--- config.mk ---
export PLATFORM = sky130hd
export DESIGN_NAME = seven_segment_mux
export DESIGN_NICKNAME = d
export VERILOG_FILES = /design/src/rtl/seven_segment_mux.sv
export SDC_FILE = /design/constraint.sdc
export NUM_CORES = 1
export LEC_CHECK = 0
export BUFFER_PORTS_ARGS = -buffer_cell sky130_fd_sc_hd__buf_2
export CORE_MARGIN = 2
export CORE_UTILIZATION = 50
export CTS_BUF_LIST = sky130_fd_sc_hd__clkbuf_8
export DETAILED_ROUTE_END_ITERATION = 8
export PLACE_DENSITY = 0.65
export SLEW_MARGIN = 15
export SYNTH_ARGS = -nofsm -noshare
export SYNTH_HDL_FRONTEND = slang
export SYNTH_SLANG_ARGS = --single-unit
--- constraint.sdc ---
create_clock -name clk -period 5.3 [get_ports clk]
set_clock_uncertainty 0.1 [all_clocks]
set_input_delay 1.06 -clock clk [delete_from_list [all_inputs] [get_ports clk]]
set_output_delay 1.06 -clock clk [all_outputs]
set_load 0.02 [all_outputs]
--- src/rtl/seven_segment_mux.sv ---
// Multiplexed seven-segment driver: binary value -> BCD (double dabble)
// or hex, scanned across DIGITS common-anode digits.
//
// Ports:
//   clk, reset      : clock, synchronous active-high reset
//   data, load      : value to display, one-cycle capture strobe
//   hex_mode, dp_in : captured with load (radix, per-digit decimal points)
//   blank_lz        : live leading-zero blanking enable
//   busy            : conversion running, load ignored
//   seg, an, dp     : registered, active-low segment/anode/point drives
module seven_segment_mux #(
  parameter int DIGITS   = 4,
  parameter int DATA_W   = 8,
  parameter int PRESCALE = 1
) (
  input  logic              clk,
  input  logic              reset,
  input  logic [DATA_W-1:0] data,
  input  logic              load,
  input  logic              hex_mode,
  input  logic              blank_lz,
  input  logic [DIGITS-1:0] dp_in,
  output logic              busy,
  output logic [6:0]        seg,
  output logic [DIGITS-1:0] an,
  output logic              dp
);

  localparam int BW = 4 * DIGITS;
  localparam int XW = (DATA_W > BW) ? DATA_W : BW;
  localparam int CW = (DATA_W > 1) ? $clog2(DATA_W) : 1;
  localparam int PW = (PRESCALE > 1) ? $clog2(PRESCALE) : 1;
  localparam int SW = (DIGITS > 1) ? $clog2(DIGITS) : 1;

  typedef enum logic {
    IDLE,
    CONV
  } state_t;

  state_t state, state_n;

  logic [CW-1:0]     cnt;
  logic              accept;
  logic [DATA_W-1:0] sreg, sreg_n;
  logic [BW-1:0]     bcd, bcd_adj, bcd_n;
  logic              ovf_acc, dec_ovf;
  logic              hex_q;
  logic [DIGITS-1:0] mask_q;
  logic [XW-1:0]     sx;
  logic [BW-1:0]     hex_dig;
  logic              hex_ovf;

  logic [BW-1:0]     disp;
  logic              disp_ovf;
  logic [DIGITS-1:0] disp_mask;

  logic [PW-1:0]     presc;
  logic [SW-1:0]     slot;
  logic [3:0]        cur;
  logic              cur_dp;
  logic              upper_nz;
  logic              blanked;
  logic [DIGITS-1:0] an_n;
  logic [6:0]        seg_n;
  logic              dp_n;

  function automatic logic [6:0] glyph(input logic [3:0] v);
    logic [6:0] g;
    unique case (v)
      4'h0: g = 7'b1000000;
      4'h1: g = 7'b1111001;
      4'h2: g = 7'b0100100;
      4'h3: g = 7'b0110000;
      4'h4: g = 7'b0011001;
      4'h5: g = 7'b0010010;
      4'h6: g = 7'b0000010;
      4'h7: g = 7'b1111000;
      4'h8: g = 7'b0000000;
      4'h9: g = 7'b0010000;
      4'ha: g = 7'b0001000;
      4'hb: g = 7'b0000011;
      4'hc: g = 7'b1000110;
      4'hd: g = 7'b0100001;
      4'he: g = 7'b0000110;
      4'hf: g = 7'b0001110;
    endcase
    return g;
  endfunction

  assign busy   = (state == CONV);
  assign accept = load & ~busy;

  always_ff @(posedge clk) begin
    if (reset) state <= IDLE;
    else       state <= state_n;
  end

  always_comb begin
    state_n = state;
    unique case (state)
      IDLE: if (accept) state_n = CONV;
      CONV: if (cnt == '0) state_n = IDLE;
    endcase
  end

  // One double-dabble step; the bit leaving the top nibble
  // means the value needs more digits than we have.
  always_comb begin
    for (int k = 0; k < DIGITS; k++) begin
      if (bcd[4*k +: 4] > 4'd4)
        bcd_adj[4*k +: 4] = bcd[4*k +: 4] + 4'd3;
      else
        bcd_adj[4*k +: 4] = bcd[4*k +: 4];
    end
    bcd_n   = {bcd_adj[BW-2:0], sreg[DATA_W-1]};
    sreg_n  = sreg << 1;
    dec_ovf = ovf_acc | bcd_adj[BW-1];
    sx      = XW'(sreg);
    hex_dig = sx[BW-1:0];
    hex_ovf = |(sx >> BW);
  end

  always_ff @(posedge clk) begin
    if (reset) begin
      cnt       <= '0;
      sreg      <= '0;
      bcd       <= '0;
      ovf_acc   <= 1'b0;
      hex_q     <= 1'b0;
      mask_q    <= '0;
      disp      <= '0;
      disp_ovf  <= 1'b0;
      disp_mask <= '0;
    end else if (accept) begin
      cnt     <= hex_mode ? '0 : CW'(DATA_W - 1);
      sreg    <= data;
      bcd     <= '0;
      ovf_acc <= 1'b0;
      hex_q   <= hex_mode;
      mask_q  <= dp_in;
    end else if (busy) begin
      if (hex_q) begin
        disp      <= hex_dig;
        disp_ovf  <= hex_ovf;
        disp_mask <= mask_q;
      end else begin
        bcd     <= bcd_n;
        sreg    <= sreg_n;
        ovf_acc <= dec_ovf;
        cnt     <= cnt - CW'(1);
        if (cnt == '0) begin
          disp      <= bcd_n;
          disp_ovf  <= dec_ovf;
          disp_mask <= mask_q;
        end
      end
    end
  end

  always_comb begin
    cur      = '0;
    cur_dp   = 1'b0;
    upper_nz = 1'b0;
    for (int k = 0; k < DIGITS; k++) begin
      if (SW'(k) == slot) begin
        cur    = disp[4*k +: 4];
        cur_dp = disp_mask[k];
      end
      if (SW'(k) >= slot && disp[4*k +: 4] != 4'd0)
        upper_nz = 1'b1;
    end
    blanked = blank_lz & (slot != '0) & ~upper_nz;
    an_n    = ~(DIGITS'(1) << slot);
    seg_n   = glyph(cur);
    dp_n    = ~cur_dp;
    if (disp_ovf) begin
      seg_n = 7'b0111111;
      dp_n  = 1'b1;
    end else if (blanked) begin
      an_n  = '1;
      seg_n = 7'b1111111;
      dp_n  = 1'b1;
    end
  end

  always_ff @(posedge clk) begin
    if (reset) begin
      presc <= '0;
      slot  <= '0;
      an    <= '1;
      seg   <= 7'b1111111;
      dp    <= 1'b1;
    end else begin
      if (presc == PW'(PRESCALE - 1)) begin
        presc <= '0;
        if (slot == SW'(DIGITS - 1)) slot <= '0;
        else                         slot <= slot + SW'(1);
      end else begin
        presc <= presc + PW'(1);
      end
      an  <= an_n;
      seg <= seg_n;
      dp  <= dp_n;
    end
  end

endmodule
==> Word-level counts from Yosys, hierarchy flattened <==
Memories as Yosys holds them, arrays and structs flattened.
Cells that the tools add are included.
{ "op_classes": {"muxes": 37, "n_shift": 1, "order_cmp": 8, "eq_ne": 5, "reduce_logical": 19, "bitwise": 11, "n_addsub": 7} }
{ "ops": {"columns": ["cell", "n"], "rows": [
  ["4-bit two-way mux", 12],
  ["16-bit two-way mux", 2],
  ["8-bit two-way mux", 3],
  ["4-bit by 2-bit adder with 4-bit output (second input constant)", 4],
  ["4-bit by 3-bit > comparator with 1-bit output (second input constant)", 4],
  ["4-bit nonzero test", 4],
  ["7-bit two-way mux", 2],
  ["1-bit two-way mux", 12],
  ["3-bit two-way mux", 4],
  ["1-bit NOT", 6],
  ["2-bit nonzero test", 3],
  ["2-bit equality test (first input constant)", 2],
  ["1-bit by 2-bit greater-or-equal comparator with 1-bit output (first input constant)", 2],
  ["2-bit greater-or-equal comparator (first input constant)", 2],
  ["1-bit logical AND", 4],
  ["4-bit NOT", 1],
  ["2-bit AND reduction", 2],
  ["2-bit OR reduction", 2],
  ["1-bit by 2-bit left shift with 4-bit output (first input constant)", 1],
  ["1-bit AND", 3],
  ["3-bit logical NOT", 1],
  ["3-bit AND reduction", 1],
  ["3-bit OR reduction", 1],
  ["3-bit by 1-bit subtractor with 3-bit output (second input constant)", 1],
  ["other kinds (9)", 9]
]} }
{ "word_totals": {"reg_bits": 70, "output_inout_bits": 13, "mem_bits_ro": 112, "input_bits": 17, "wordCells": 105, "n_memories": 1} }
{ "mem_list": {"columns": ["memory", "words", "word_bits", "read_ports", "rd_clocked_by_memory_dff", "wr", "line_no", "source"], "rows": [
  ["(name not given)", 16, 7, 1, 0, 0, "69", "unique case (v)"]
]} }

==> Logic depth before layout (Yosys ltp) <==
Gate-level depths: netlist of run 1.
{ "depth": {"word_depth": 10, "mapped_depth": 11, "depth_no_buf": 10} }

==> Worst setup path before layout of run 1 <==
No wires, ideal clock.
{ "synth_path": {"kind": "register to register", "start": "reg slot[1]", "end": "reg seg[5]", "stages_incl_launch_ff": 11, "required_time_ps": 5033, "setup_ps": 167, "slack_ps": 2891, "period_less_slack_ps": 2409, "t_arrival_ps": 2141, "path_buffers": 1, "path_cell_list": "dfxtp_1 -> inv_1 -> ha_1 -> buf_6 -> nand3b_1 -> a211oi_1 -> inv_1 -> ha_1 -> mux2_2 -> nand2_1 -> o311ai_0"} }
{ "synth_between": {"elab_chain_len": 9, "elab_cells_between_ends": 26, "classes_between": "order compare (4); eq/ne (3); mux (8); bitwise (3); reduce/logical (7); memory (1)"} }
{ "synth_lines": {"columns": ["element", "line_no", "source"], "rows": [
  ["from (decl)", "58", "logic [SW-1:0] slot;"],
  ["from (signal assigned)", "197", "else slot <= slot + SW'(1);"],
  ["1-bit by 2-bit greater-or-equal comparator with 1-bit output", "169", "if (SW'(k) >= slot && disp[4*k +: 4] != 4'd0)"],
  ["1-bit logical AND", "169", null],
  ["1-bit two-way mux (4 in series)", "169", null],
  ["1-bit NOT", "172", "blanked = blank_lz & (slot != '0) & ~upper_nz;"],
  ["1-bit AND", "172", null],
  ["3-bit OR reduction (no source line)", null, null],
  ["to (signal assigned)", "202", "seg <= seg_n;"],
  ["to (decl)", "24", "output logic [6:0] seg,"]
]} }
Parallel ways exist; a longest one is shown, timed or not.
A chain may end at the register's enable or synchronous reset.

==> Worst setup path after layout of run 1 <==
{ "layout_path": {"start": "reg slot[0]", "end": "reg seg[5]"} }
The elaborated chain is that of the path after synthesis.

==> impl_metrics.json, run 1 <==
{
  "yosys_warnings": 0,
  "clk_path_buf_depth": 2,
  "routabilityCongestion": 0.837,
  "slowest_stage": "ha_1",
  "whs_path_depth": 2,
  "final-seq-area_sq_um": 1400,
  "r2r_start": "slot[0]$_SDFFE_PP0N_",
  "cp.required_ns": 5.37,
  "root_buffer": "clkbuf_8",
  "layout.cells.non_filler": 513,
  "r2r_setup_slack_ns": 2.55,
  "synth_fp_nets": 446,
  "worstRegToRegCells": 8,
  "die_area_sq_um": 7500,
  "design_area_sq_um": 3740,
  "start_util": 0.511,
  "grt_pass1_vias": 2562,
  "critical_path_class": "reg2reg",
  "ctsResizeCount": 0,
  "via_per_inst": 5.40,
  "drtAntennaViolNets": 0,
  "routedWlPerCell_microns": 13.6,
  "antenna_cells": 0,
  "holdCritStartpoint": "disp[3]$_SDFFE_PP0P_",
  "overflow": 0,
  "critPathLaunch": "slot[0]$_SDFFE_PP0N_",
  "synth_top_area_share": 0.411,
  "synth_cells": 411,
  "worst_pin_slew_ns": 0.866,
  "hp-class": "reg2reg",
  "cellLeakagePower_uw": 0.00143,
  "coreArea_sq_um": 6680,
  "drc_errors": 0,
  "setup_viol": 0,
  "vias": 2768,
  "ys_seq_area_frac": 0.411,
  "clkTransAtPathRegs_ns": 0.07,
  "cp_max_fo": 15,
  "outcome": "finished, final reports clean",
  "dr.pass1.iters": 4,
  "relSlewSlack": 0.423,
  "cts_tree": "done",
  "max-cap-violations": 0,
  "drt-total-wl_microns": 6990,
  "cp.arrival_ns": 2.82,
  "netlist_area_sq_um": 3410,
  "cpPeakStageDelay_ns": 0.51,
  "die_width_microns": 86.6,
  "crit_chain": "ha_1, a211oi_1, a211oi_1, inv_1, ha_1, mux2_2, nand2_1, o311ai_0",
  "synthToLayoutAreaGrowth_pct": 9.68,
  "cts_buffers": 9,
  "clk_latency_ns": 0.35,
  "finalMaxSlewViolations": 0,
  "drive_gt1_frac": 0.122,
  "io_buffers": 29,
  "ys_top_cells_by_area": "dfxtp_1 41%, nand2_1 7.9%, ha_1 6.6%",
  "end_kind": "flop",
  "final_nets": 463,
  "synth_top_area_cell": "dfxtp_1",
  "drt_iter0_markers": 152,
  "grt_max_degree": 44,
  "fin_crit_ns": 2.75,
  "antenna_found_initial": 0,
  "cts_hold_buf": 0,
  "fin_crit_sh": 0.519,
  "syn_avg_cell_area_sq_um": 8.30,
  "ir_worst_vdd_v": 0.000151,
  "finalSetupTns_ns": 0,
  "htreeDepth": 3,
  "rsz0062_at_grt": "false",
  "yosysUniqueCellTypes": 34,
  "max_clock_freq_mhz": 363,
  "hold_end": "disp[3]$_SDFFE_PP0P_",
  "synth_seq_cells": 70,
  "place_area_sq_um": 3560,
  "cts.sinks": 70,
  "p_per_area_nw_per_um2": 323,
  "std_cell_rows": 30,
  "finish.utilization": 0.560,
  "fillers": 645,
  "multi_input_area_sq_um": 1820,
  "ioPinCount": 30,
  "hold_violations": 0,
  "dp_cells": 497,
  "die_height_microns": 86.6,
  "grt_pass1_wl_microns": 11900,
  "start_kind": "flop",
  "r2r-end": "seg[5]$_SDFF_PP1_",
  "track_usage": 0.201,
  "hpwl_microns": 4890,
  "post_cts_buffers": 0
}
[critical path: cells and delay by family (launching register included)]
family                     cells  cell delay, ns
and+or+nand+nor                1            0.06
muxes                          1            0.27
adders and majority gates      2            0.79
AOI/OAI and AO/OA              3            0.69
DFF                            1            0.46
buffers and inverters          1            0.21
[registers in the layout, summed over array words and instances (netlist names)]
register,count
bcd,16
cnt,3
an,4
dp,1
presc,1
slot,2
mask_q,4
disp_ovf,1
hex_q,1
busy,1
ovf_acc,1
sreg,8
disp_mask,4
disp,16
seg,7
[worst max path at each step]
stage	slack, ns	endpoint	cells past startpoint
5_1_grt	2.24	seg[5]$_SDFF_PP1_	8
6_report	2.55	seg[5]$_SDFF_PP1_	8
3_3_place_gp	2.48	bcd[15]$_SDFFE_PP0P_	4
2_1_floorplan	2.89	seg[5]$_SDFF_PP1_	10
4_1_cts	2.54	seg[5]$_SDFF_PP1_	8
3_5_place_dp	2.39	bcd[15]$_SDFFE_PP0P_	4
[placed cells by master, fill, tap and decap left out, types with 2 or more instances in the layout]
master	netlist	routed
buf_2	4	29
a21oi_1	42	42
clkinv_2	0	2
mux2i_1	16	16
nor4_1	3	3
nor2_1	39	39
nor2b_1	7	6
buf_4	1	2
nand3b_1	7	7
dfxtp_1	70	70
clkbuf_8	0	11
a22oi_1	5	5
o311ai_0	3	3
a311oi_1	7	7
clkinvlp_4	0	2
nor3_1	12	12
o211ai_1	4	4
a211oi_1	14	14
mux2_2	3	3
a311oi_4	2	2
ha_1	18	18
o21ai_0	10	9
nand2b_1	7	7
o21a_1	3	3
inv_1	21	21
nor3b_1	8	8
xnor2_1	6	6
a211o_1	2	2
nand2_1	72	72
[Yosys cell counts]
library cell,number
a211o_1,2
a211oi_1,14
a21oi_1,42
a221o_1,1
a22oi_1,5
a311oi_1,7
a311oi_4,2
a31oi_1,1
buf_1,1
buf_2,4
buf_4,1
buf_6,2
clkbuf_1,17
conb_1,1
dfxtp_1,70
ha_1,18
inv_1,21
mux2_2,3
mux2i_1,16
nand2_1,72
nand2b_1,7
nand3b_1,7
nor2_1,39
nor2b_1,7
nor3_1,12
nor3b_1,8
nor4_1,3
o211ai_1,4
o21a_1,3
o21ai_0,10
o22ai_1,1
o311ai_0,3
xnor2_1,6
xor2_1,1
[power by group]
part | total, uW | internal [uW] | switching, uW
logic | 223 | 86.2 | 137
clock network | 399 | 194 | 204
registers | 589 | 563 | 26.2
total | 1210 | 843 | 367
[layout make-up]
cell class | instances | area share
multi-input cells | 295 | 0.486
flip-flops and latches | 70 | 0.374
repair buffers | 31 | 0.0428
clock buffers | 11 | 0.0404
well taps | 80 | 0.0267
inverters | 21 | 0.0211
clock inverters | 5 | 0.00902
[per-stage QoR]
step	hold WS [ns]	worst slack [ns]	power, uW
5_1_grt	0.379	2.24	1280
2_1_floorplan	0.332	2.89	772
6_report	0.356	2.55	1210
3_5_place_dp	0.345	2.39	826
4_1_cts	0.360	2.54	1230
3_3_place_gp	0.343	2.48	820
[layer usage]
| metal | wire (microns) | track usage |
|---|---|---|
| met5 | 0 | 0 |
| met3 | 215 | 0.0324 |
| met1 | 3370 | 0.269 |
| met4 | 84 | 0.0824 |
| met2 | 3310 | 0.324 |
[kinds of logic after synthesis]
group,after synthesis,share of synthesized area
xor gates and xnor gates,7,0.0180
AOI/OAI and AO/OA,95,0.186
other,1,0.00110
and+or+nand+nor,155,0.204
DFF,70,0.411
adders and majority gates,18,0.0660
muxes,19,0.0568
buffers and inverters,46,0.0576
No activity file was read; power rests on OpenSTA's default activity.
==> inputs of run 2 (changes only) <==
- PLACE_DENSITY: 0.65 -> 0.67
- clock period: 5.3 -> 2.41 ns (I/O delays scaled with it)
==> run 2 against run 1 <==
Compared with the run above:
- first-iteration DRC count is 36% lower
- hold slack got worse by 0.087 ns
- sequential share of layout area decreased by 1.5 points
- clock power increased by 140%
- sequential power increased by 120%
- die area unchanged
- largest power group unchanged
==> impl_metrics.json, run 2 (synthesized netlist as in run 1, its figures left out) <==
{
  "hpwl_microns": 4960,
  "cts_hold_buf": 0,
  "finalSetupTns_ns": 0,
  "cts.sinks": 70,
  "clk_latency_ns": 0.35,
  "drive_gt1_frac": 0.165,
  "overflow": 0,
  "critPathLaunch": "slot[0]$_SDFFE_PP0N_",
  "io_buffers": 29,
  "start_kind": "flop",
  "antenna_found_initial": 0,
  "ctsResizeCount": 0,
  "clkTransAtPathRegs_ns": 0.07,
  "r2r_start": "slot[0]$_SDFFE_PP0N_",
  "end_kind": "flop",
  "ioPinCount": 30,
  "cp_max_fo": 8,
  "drt_iter0_markers": 97,
  "p_per_area_nw_per_um2": 711,
  "setup_viol": 0,
  "drtAntennaViolNets": 0,
  "final_nets": 478,
  "worstRegToRegCells": 9,
  "die_width_microns": 86.6,
  "antenna_cells": 0,
  "setup_slack_ns": 0.206,
  "die_area_sq_um": 7500,
  "track_usage": 0.209,
  "die_height_microns": 86.6,
  "start_util": 0.511,
  "grt_max_degree": 33,
  "fin_crit_ns": 2.20,
  "coreArea_sq_um": 6680,
  "cp.arrival_ns": 2.32,
  "std_cell_rows": 30,
  "drc_errors": 0,
  "vias": 2844,
  "hold_violations": 0,
  "routabilityCongestion": 0.814,
  "max_clock_freq_mhz": 454,
  "layout_commonest_cell": "nand2_1",
  "cellLeakagePower_uw": 0.00153,
  "post_cts_buffers": 0,
  "hp-class": "in2reg",
  "cts_buffers": 9,
  "grt_pass1_wl_microns": 12400,
  "outcome": "finished, final reports clean",
  "synthToLayoutAreaGrowth_pct": 14.5,
  "rsz0062_at_grt": "false",
  "reg_top3": "bcd x16, disp x16, sreg x8",
  "dr.pass1.iters": 5,
  "critical_path_class": "reg2reg",
  "fin_crit_sh": 0.915,
  "htreeDepth": 3,
  "clk_path_buf_depth": 2,
  "routedWlPerCell_microns": 13.0,
  "via_per_inst": 5.39,
  "finalMaxSlewViolations": 0,
  "cts_tree": "done",
  "r2r_setup_slack_ns": 0.21,
  "ir_worst_vdd_v": 0.000308,
  "cp.required_ns": 2.52,
  "holdCritStartpoint": "dp_in[3]",
  "dp_slack_ns": 0.0829,
  "drt-total-wl_microns": 6880,
  "whs_path_depth": 3,
  "grt_pass1_vias": 2781,
  "r2r-end": "seg[6]$_SDFF_PP1_",
  "hold_end": "mask_q[3]$_SDFFE_PP0P_",
  "max-cap-violations": 0,
  "root_buffer": "clkbuf_8",
  "mostFrequentLayoutCells": "72 x nand2_1, 68 x dfxtp_1, 42 x a21oi_1"
}
[run 2: cell count changes in the layout (fill, tap and decap cells not counted), moves of 2 or more]
cell	previous run	this run
dfxtp_2	0	2
ha_2	0	4
buf_4	2	16
ha_1	18	14
dfxtp_1	70	68
inv_1	21	23
[run 2: where the power goes]
part | leakage (uW) | internal, uW | switching [uW]
clock | 0.000108 | 525 | 428
combinational | 0.000848 | 223 | 315
sequential | 0.000573 | 1240 | 49.6
[run 2: through the flow]
step | area, sq um | power, uW | util | std cells | hold slack, ns
2_1_floorplan | 3410 | 1700 | - | 411 | 0.332
3_3_place_gp | 3680 | 1840 | 0.551 | 512 | 0.346
3_5_place_dp | 3680 | 1850 | 0.551 | 512 | 0.351
4_1_cts | 3880 | 2800 | 0.581 | 528 | 0.258
5_1_grt | 3910 | 2950 | 0.585 | 528 | 0.261
6_report | 3910 | 2780 | 0.585 | 528 | 0.269
[run 2: metal layers]
layer	global-route usage	vias up	wire (microns)
met1	0.271	1313	3310
met4	0.0923	0	119
met2	0.331	45	3200
met5	0	-	0
li1	-	1474	-
met3	0.0476	12	247
[run 2: worst max path at each step]
stage,endpoint,cells after the start
global route,seg[6]$_SDFF_PP1_,9
detailed placement,seg[5]$_SDFF_PP1_,9
CTS,seg[5]$_SDFF_PP1_,9
global placement,seg[6]$_SDFF_PP1_,9
finish,seg[6]$_SDFF_PP1_,9
floorplan,seg[5]$_SDFF_PP1_,10
[run 2: cell type report]
cell class | count | area [sq um]
clock buffers | 11 | 151
clock inverters | 5 | 50.0
fillers | 599 | 2770
inverters | 21 | 78.8
multi-input cells | 295 | 1840
flip-flops and latches | 70 | 1400
well taps | 80 | 100
repair buffers | 46 | 285
[run 2: worst max-delay path: stages, from the launching register on]
cell,delay (ns)
dfxtp_2,0.39
inv_1,0.08
ha_2,0.23
a211oi_1,0.29
a211oi_2,0.12
buf_4,0.15
ha_1,0.23
mux2_2,0.27
a21oi_1,0.13
o21ai_0,0.08
==> inputs of run 3 (changes only) <==
- ABC_AREA: default -> 1
==> run 3 against run 2 <==
Compared with the run above:
- sequential power is essentially flat
- critical path depth grew 4
- first-iteration DRC count grew 14%
- total power shrank 1.3%
- worst setup slack gained 0.069 ns
- critical endpoint unchanged
- largest power group unchanged
==> impl_metrics.json, run 3 <==
{
  "outcome": "finished, final reports clean",
  "synth_top_area_share": 0.404,
  "ys_top_cells_by_count": "84 x nand2_1, 70 x dfxtp_1, 56 x a21oi_1, 51 x inv_1, 42 x o21ai_0",
  "antenna_cells": 0,
  "setup_viol": 0,
  "r2r_start": "slot[0]$_SDFFE_PP0N_",
  "synthToLayoutAreaGrowth_pct": 10.4,
  "antenna_found_initial": 0,
  "cp_max_fo": 9,
  "start_kind": "flop",
  "use_met1": 0.286,
  "die_height_microns": 87.3,
  "synth_edf_count": 0,
  "holdCritStartpoint": "dp_in[1]",
  "setup_slack_ns": 0.275,
  "drt_iter0_markers": 111,
  "start_util": 0.513,
  "hold_end": "mask_q[1]$_SDFFE_PP0P_",
  "use_met3": 0.0332,
  "cts.sinks": 70,
  "clk_latency_ns": 0.34,
  "pwr-share-comb": 0.194,
  "routedWlPerCell_microns": 12.6,
  "yosysMostFrequentCell": "nand2_1",
  "htreeDepth": 3,
  "overflow": 0,
  "fin_crit_ns": 2.14,
  "synth_fp_nets": 501,
  "cp.arrival_ns": 2.27,
  "layout_commonest_cell": "nand2_1",
  "p_per_area_nw_per_um2": 717,
  "netlist_area_sq_um": 3470,
  "coreArea_sq_um": 6760,
  "cts_hold_buf": 0,
  "design_area_sq_um": 3830,
  "cts_buffers": 9,
  "clkPwrFrac": 0.331,
  "fin_crit_sh": 0.886,
  "whs_path_depth": 3,
  "cts_tree": "done",
  "grt_max_degree": 34,
  "die_area_sq_um": 7620,
  "synthArstFlopShare": 0,
  "r2r-end": "seg[6]$_SDFF_PP1_",
  "clkTransAtPathRegs_ns": 0.07,
  "ir_worst_vdd_v": 0.000357,
  "max_clock_freq_mhz": 468,
  "via_per_inst": 5.25,
  "hp-class": "in2reg",
  "std_cell_rows": 30,
  "critical_path_class": "reg2reg",
  "syn_avg_cell_area_sq_um": 7.44,
  "end_kind": "flop",
  "synth_seq_cells": 70,
  "drc_errors": 0,
  "place_area_sq_um": 3630,
  "synth_cells": 466,
  "ys_seq_area_frac": 0.404,
  "hold_violations": 0,
  "clk_path_buf_depth": 2,
  "ys_top_cells_by_area": "dfxtp_1 40%, nand2_1 9.1%, a21oi_1 8.1%",
  "hpwl_microns": 5300,
  "io_buffers": 29,
  "dominantRegCellSynth": "dfxtp_1",
  "synth_top_area_cell": "dfxtp_1",
  "totalPowerFinal_uw": 2740,
  "whs_ns": 0.295,
  "finalMaxSlewViolations": 0,
  "grt_pass1_vias": 2711,
  "swShare": 0.301,
  "p_sw_uw": 825,
  "drtAntennaViolNets": 0,
  "r2r_setup_slack_ns": 0.27,
  "dp_slack_ns": 0.226,
  "cp.required_ns": 2.54,
  "grt.busiest_layer": "met2",
  "final_nets": 527,
  "ioPinCount": 30,
  "grt_pass1_wl_microns": 12300,
  "drt-total-wl_microns": 7260,
  "root_buffer": "clkbuf_8",
  "gr-usage-met2": 0.311,
  "finish.utilization": 0.566,
  "vias": 3024,
  "pwr-share-seq": 0.475,
  "worstRegToRegCells": 13,
  "drive_gt1_frac": 0.143,
  "max-cap-violations": 0,
  "track_usage": 0.204,
  "die_width_microns": 87.3,
  "yosys_warnings": 0,
  "routabilityCongestion": 0.852,
  "p_int_uw": 1920,
  "reg_top3": "bcd x16, disp x16, sreg x8",
  "dr.pass1.iters": 5,
  "cellLeakagePower_uw": 0.00170,
  "yosysUniqueCellTypes": 42,
  "mostFrequentLayoutCells": "84 x nand2_1, 70 x dfxtp_1, 56 x a21oi_1"
}
[run 3: cell types whose count changed in the layout (fill, tap and decap cells not counted), sizes merged, moves of 8 or more]
cell and delta:
mux2i -16, inv +38, o21ai +34, nand2 +18, nand3 +23, buf -13, a211oi -11, a21oi +15
nor3 -10, nor3b -8, a311oi -9
[run 3: routing by layer]
metal | part of all wire | vias to the layer above | wire, microns
met5 | 0 | - | 0
met1 | 0.51 | 1375 | 3690
li1 | - | 1588 | -
met3 | 0.034 | 12 | 247
met4 | 0.018 | 0 | 131
met2 | 0.44 | 49 | 3190
[run 3: final cells by class]
class	count	area [sq um]
clock buffers	10	138
inverters	61	231
well taps	80	100
fillers	640	2930
multi-input cells	317	1730
flip-flops and latches	70	1400
repair buffers	33	175
clock inverters	5	51.3
[run 3: through the flow]
| step | instances | setup TNS, ns |
|---|---|---|
| global route | 576 | -0.00703 |
| finish | 576 | 0 |
| global placement | 561 | 0 |
| CTS | 576 | 0 |
| floorplan | 466 | 0 |
| detailed placement | 561 | 0 |
[run 3: kinds of logic after synthesis]
kind of cell	count (synthesis)	synth area share
adder cells (fa/ha/maj)	18	0.0649
flip-flops	70	0.404
other	1	0.00108
buffers and inverters	79	0.0992
XOR/XNOR	6	0.0152
AO/OA/AOI/OAI	125	0.205
AND/OR/NAND/NOR	167	0.211
[run 3: worst max-delay path: stages, from the launching register on]
cell	delay (ns)
dfxtp_1	0.39
inv_1	0.11
ha_1	0.32
a21oi_1	0.15
nand2_1	0.10
a21boi_4	0.20
inv_1	0.12
ha_1	0.22
nand2_1	0.09
nand2_1	0.06
nand2_1	0.05
nand2_1	0.05
nand2_1	0.05
nand2_1	0.04
[run 3: timing repair]
action / in CTS / in global routing
setup endpoints to repair: 0 / 3
setup buffers: 0 / 0
resized for setup: 0 / 1
[run 3: worst max path at each step]
stage / startpoint / to / slack (ns) / cells past startpoint
2_1_floorplan: slot[0]$_SDFFE_PP0N_ / seg[6]$_SDFF_PP1_ / 0.41 / 14
3_3_place_gp: slot[0]$_SDFFE_PP0N_ / seg[3]$_SDFF_PP1_ / 0.31 / 11
3_5_place_dp: slot[0]$_SDFFE_PP0N_ / seg[3]$_SDFF_PP1_ / 0.23 / 11
4_1_cts: slot[0]$_SDFFE_PP0N_ / seg[6]$_SDFF_PP1_ / 0.22 / 13
5_1_grt: slot[0]$_SDFFE_PP0N_ / seg[6]$_SDFF_PP1_ / -0.007 / 13
6_report: slot[0]$_SDFFE_PP0N_ / seg[6]$_SDFF_PP1_ / 0.27 / 13
[run 3: power groups by stage]
stage          clock [uW]  combinational [uW]  sequential (uW)
2_1_floorplan           0                 377             1350
3_3_place_gp            0                 520             1330
3_5_place_dp            0                 527             1330
4_1_cts               944                 529             1300
5_1_grt               987                 612             1310
6_report              908                 533             1300
